File: config.mk
export PLATFORM = sky130hd
export DESIGN_NAME = fetch_stage
export DESIGN_NICKNAME = d
export VERILOG_FILES = /design/src/rtl/fetch_stage.sv
export SDC_FILE = /design/constraint.sdc
export NUM_CORES = 2
export LEC_CHECK = 0
export BUFFER_PORTS_ARGS = -buffer_cell sky130_fd_sc_hd__buf_2
export CAP_MARGIN = 25
export CORE_ASPECT_RATIO = 1.75
export CORE_MARGIN = 3
export CORE_UTILIZATION = 50
export DETAILED_ROUTE_END_ITERATION = 10
export PLACE_DENSITY = 0.64
export SLEW_MARGIN = 20
export SYNTH_ARGS = -nofsm -noshare
export SYNTH_HDL_FRONTEND = slang
export SYNTH_SLANG_ARGS = --single-unit
export TNS_END_PERCENT = 100
File: constraint.sdc
create_clock -name clk -period 4.77 [get_ports clk]
set_input_delay 1.1925 -clock clk [delete_from_list [all_inputs] [get_ports clk]]
set_output_delay 1.1925 -clock clk [all_outputs]
set_load 0.005 [all_outputs]
File: src/rtl/fetch_stage.sv
// Instruction fetch stage: PC register, word-addressed instruction memory and
// an IF/ID register with valid/ready handshake and decode-stage branch redirect.
module fetch_stage #(
    parameter int unsigned         PC_WIDTH   = 32,
    parameter int unsigned         IMEM_DEPTH = 64,
    parameter logic [PC_WIDTH-1:0] RESET_PC   = '0
) (
    input  logic                          clk,
    input  logic                          reset,
    input  logic                          pc_src,
    input  logic [31:0]                   sign_imm,
    input  logic                          out_ready,
    input  logic                          imem_we,
    input  logic [$clog2(IMEM_DEPTH)-1:0] imem_waddr,
    input  logic [31:0]                   imem_wdata,
    output logic                          out_valid,
    output logic [31:0]                   out_instr,
    output logic [PC_WIDTH-1:0]           out_pc_plus4,
    output logic [PC_WIDTH-1:0]           pc
);

    localparam int unsigned IDX = $clog2(IMEM_DEPTH);

    logic [31:0]         imem [IMEM_DEPTH];
    logic [IDX-1:0]      fetch_idx;
    logic [31:0]         fetch_word;
    logic [PC_WIDTH-1:0] pc_plus4;
    logic [PC_WIDTH-1:0] branch_offset;
    logic [PC_WIDTH-1:0] branch_target;
    logic                redirect;
    logic                advance;

    // Word index only: byte offset and PC bits above the array size are dropped,
    // so fetch addresses wrap around the memory.
    assign fetch_idx  = pc[IDX+1:2];
    assign fetch_word = imem[fetch_idx];
    assign pc_plus4   = pc + PC_WIDTH'(4);

    // Word offset scaled to bytes, sign-extended or truncated to the PC width.
    assign branch_offset = PC_WIDTH'($signed({sign_imm, 2'b00}));
    assign branch_target = out_pc_plus4 + branch_offset;

    assign redirect = pc_src && out_valid;
    assign advance  = !out_valid || out_ready;

    // Memory is never reset; a same-edge fetch sees the old word.
    always_ff @(posedge clk) begin
        if (imem_we) begin
            imem[imem_waddr] <= imem_wdata;
        end
    end

    always_ff @(posedge clk) begin
        if (reset) begin
            pc           <= RESET_PC;
            out_valid    <= 1'b0;
            out_instr    <= '0;
            out_pc_plus4 <= '0;
        end else if (redirect) begin
            pc        <= branch_target;
            out_valid <= 1'b0;
        end else if (advance) begin
            pc           <= pc_plus4;
            out_valid    <= 1'b1;
            out_instr    <= fetch_word;
            out_pc_plus4 <= pc_plus4;
        end
    end

endmodule

---- Word level (Yosys, flattened, before mapping) ----
Memory sizes are Yosys's and may differ from the RTL's. A register that Yosys moved wholly into a read port is not among the register bits.
Cells that the tools add are included.
storage, ports and cells
  word-level logic and storage cells ...... 17
  memories kept ........................... 1
  register bits ........................... 65
  output and inout bits ................... 97
  input bits .............................. 75
  memory bits (writable) .................. 2048
cells by class
  add/sub/neg operators ................... 2
  mux-type cells .......................... 4
  reduce and logical (&&, ||, !) cells .... 6
  bitwise operators ....................... 1
memory list
  memory  depth  width  read ports  clocked after Yosys merged registers in  write ports  line  RTL
  imem    64     32     1           1                                        1            24    logic [31:0] imem [IMEM_DEPTH];
operators by type and width
  cell                                            number
  two-way mux 32 bit                              2
  adder 32 x 3 -> 32 bit (second input constant)  1
  adder 32 bit                                    1
  two-way mux 1 bit                               2
  AND reduction 2 bit                             1
  nonzero test 2 bit                              1
  OR reduction 2 bit                              1
  logical AND 1 bit                               1
  zero test 1 bit                                 1
  logical OR 1 bit                                1
  NOT 1 bit                                       1

---- Depth between registers and ports, before layout ----
  word-level depth ........................ 4
  gate-level depth with buffers ........... 12
  mapped depth without buffers ............ 10

---- Least setup slack after synthesis ----
No wires, ideal clock.
  kind .................................... in2reg
  from .................................... input imem_waddr[3]
  to ...................................... memory imem[48][0] (enable)
  required time ........................... 4309 ps
  stages on the path ...................... 4
  data arrival time ....................... 3891 ps
  path buffers ............................ 1
  slack ................................... 418 ps
  setup time .............................. 461 ps
  cell sequence ........................... clkbuf_1 -> nor2b_1 -> nand4b_1 -> nor3_1
RTL lines
  what                line  RTL
  start: declaration  14    input logic [$clog2(IMEM_DEPTH)-1:0] imem_waddr,
  end: declaration    24
Straight into the memory's write port.

==> summary.md <==
| Metric | Value |
|---|---|
| Worst Path Arrival | 4.09 ns |
| Max clock buf depth | 4 |
| Clock power frac | 37.7% |
| Critical Path Source Type | flip-flop |
| CTS H-tree lvls | 4 |
| Core box area | 166000 µm² |
| Switching part of the total | 22.0% |
| WL/cell | 31.5 µm |
| Crit-path leading delay family | multiplexers |
| IO Count | 172 |
| CP max FO | 33 |
| CTS Buf Count | 187 |
| Die Y | 548 µm |
| Post-layout minimum cycle time | 3.46 ns |
| Multi-input logic area | 19900 µm² |
| Area delta synth->final | 12.7% |
| Commonest cells post-synth | edfxtp_1, mux4_2, nor2_1, clkbuf_1, dfxtp_1 |
| VDD IR-drop max | 0.298 mV |
| Clock root buffer | clkbuf_16 |
| YS warnings | 0 |
| Hold buffer count at cts | 0 |
| R2R Setup Slk | 1.31 ns |
| Least-Margin Pin Slew | 1.07 ns |
| CTS clk-pin slew, worst paths | 0.06 ns |
| PwrDens | 417 nW/µm² |
| Fraction of registers with async set/reset | 0% |
| Die width | 316 µm |
| Die area | 173000 µm² |
| Period utilisation layout | 72.5% |
| Via/cell ratio | 6.26 |
| #FFs+latches synth | 2145 |
| Leak | 29.2 nW |
| Routability Congestion | 0.860 |
| Cells taking the most area after synthesis | edfxtp_1, mux4_2, dfxtp_1 |
| Placed instance area | 88500 µm² |
| CTS tree | done |
| TritonRoute pass-1 iters | 5 |
| HP Class | reg2reg |
| Routed WL | 203000 µm |
| RSZ-0062 raised after global routing | false |
| Slew headroom | 28.6% |
| Share of cells above drive strength 1 | 30.5% |
| F_max | 289 MHz |
| Largest net degree at the start of global routing | 103 |
| Sum of negative setup slack | 0 ns |
| Worst skew pair latency | 0.81 ns |
| Fin nets | 4194 |
| Status | finished clean |
| # setup viols final | 0 |
| Kind of critical path | reg2reg |
| DR vias | 40200 |
| Initial DRC Count | 3903 |
| Main synth FF type | edfxtp_1 |
| Part of the power in registers | 53.1% |
| Initial antenna violation count | 9 |
| Vias in the first global route | 41600 |
| P_sw | 8.67 mW |
| Area occupied by registers | 63500 µm² |
| Port Buf Inserts | 169 |
| Critical Path Max Stage Delay | 0.59 ns |
| Synth Cell Area | 84000 µm² |
| Top-area cell type share of the netlist area | 73.3% |
| EDFF count, synth | 2048 |
| Synth Area per Inst | 22.0 µm² |
| CP max-delay cell | dfxtp_4 |
| Row cnt | 198 |
| CTS sink cnt | 2145 |
| Combinational cell fraction of total power | 9.2% |
| Global-route wire length before repair | 296000 µm |
| Sequential-to-total area share from yosys stat | 75.6% |
| Max-cap viol count | 0 |
| Largest area contributor in the netlist | edfxtp_1 |
| Antenna viol nets, final | 0 |
| Setup bufs post-CTS | 0 |
| Initial Util | 50.4% |
| Worst clock skew | 0.0377 ns |
| Gr ovfl total | 0 |
| DR DRC count | 0 |
| Cell area after layout | 94600 µm² |
| Post-cts repair resize count | 0 |
| GRT Total Usage | 23.8% |
| CP Capture Type | flip-flop |
| Detailed placement HPWL | 113000 µm |
| Most frequent cell after synthesis | edfxtp_1 |
| Critical path data required time | 5.41 ns |
| Unique masters post-synth | 66 |
| P_int | 30.8 mW |
| CP bufs+invs | 3 |
| Synth Net Count | 3922 |
| Crit path top cell by count | buf_12 |
| Fillers | 12200 |
| Synth Instances | 3816 |
| Crit path cell chain | buf_12 -> buf_12 -> buf_12 -> mux4_2 -> mux4_2 -> nor2b_1 -> a211oi_1 -> a211oi_1 -> a21oi_1 -> nor2_1 |
| Max Slew Vio Count | 0 |
| Hold_ws | 0.451 ns |
| Final hold vios | 0 |
-- sequential cells by signal, summed over array words and instances, names as in the netlist --
name          flops
imem           2048
out_valid         1
out_pc_plus4     32
pc               32
out_instr        32
-- logic make-up (layout without fill, tap and decap cells) --
family                   after synthesis  count (layout)  share of synthesized area, %
AO/OA/AOI/OAI                        296             296                          2.25
XOR/XNOR                              47              47                         0.490
adder cells (fa/ha/maj)               31              31                         0.471
buffers and inverters                234             643                          1.36
flip-flops                          2145            2145                          75.6
multiplexers                         681             681                          17.7
other                                  0               4                             0
AND/OR/NAND/NOR                      382             382                          2.12
-- layout make-up --
class,instances,share of cell area (%)
antenna,4,0.0106
tap,2200,2.91
sequential,2145,67.1
clock inverter,99,1.05
timing repair buffer,306,2.79
clock buffer,227,5.14
multi-input combinational,1437,21.0
inverter,11,0.0436
-- layer usage --
layer,up-vias,routed length [µm],GRT usage [%]
li1,16600,-,-
met1,21800,76100,31.2
met2,1465,108000,42.1
met3,335,12600,3.02
met4,8,5330,6.53
met5,-,51,0
-- power by group through the flow --
stage                     combinational [mW]  sequential [mW]  clock (mW)
after floorplan                         2.37             21.3           0
after global placement                  3.60             21.4           0
after detailed placement                3.64             21.4           0
after CTS                               3.64             21.0        15.2
after global routing                    3.87             21.0        15.9
final                                   3.61             21.0        14.9
-- layout by cell type, fill, tap and decap left out, types with 18 or more instances in the layout --
master	instances
nor2_4	62
nor2b_1	28
buf_4	99
a21o_1	22
ha_1	30
clkinv_2	31
nand3_1	20
clkbuf_1	38
o21ai_0	43
mux4_2	645
xor2_1	19
a211oi_1	68
a21oi_1	93
nor3_1	18
dfxtp_1	91
clkinv_1	39
buf_2	150
edfxtp_1	2048
nor2_1	96
mux2i_1	29
buf_12	56
xnor2_1	28
bufinv_16	20
clkbuf_16	188
nand2_1	86
-- metrics by stage --
step                setup WS [ns]  power, mW  util, %  std cells
floorplan                   0.418       23.7        -       3816
global placement            0.515       25.0     53.1       6086
detailed placement          0.549       25.0     53.2       6088
CTS                          1.25       39.8     56.7       6414
global route                 1.16       40.7     56.8       6427
finish                       1.31       39.5     56.8       6429
-- path summary, 6_finish.rpt --
| kind | start | to | cells after the start |
|---|---|---|---|
| worst max-delay path | pc[2]$_SDFFE_PP0P_ | out_instr[24]$_SDFFE_PP0P_ | 10 |
| worst min-delay path | out_instr[15]$_SDFFE_PP0P_ | out_instr[15]$_SDFFE_PP0P_ | 2 |
| worst max register to register | pc[2]$_SDFFE_PP0P_ | out_instr[24]$_SDFFE_PP0P_ | 10 |
| worst min register to register | out_instr[15]$_SDFFE_PP0P_ | out_instr[15]$_SDFFE_PP0P_ | 2 |
-- worst min-delay path, delay by kind of cell (launching register included) --
kind | cells | cell delay (ns)
AO/OA/AOI/OAI | 1 | 0.05
flip-flops | 1 | 0.31
AND/OR/NAND/NOR | 1 | 0.05
Note: power is estimated with default switching activity, not from simulation.
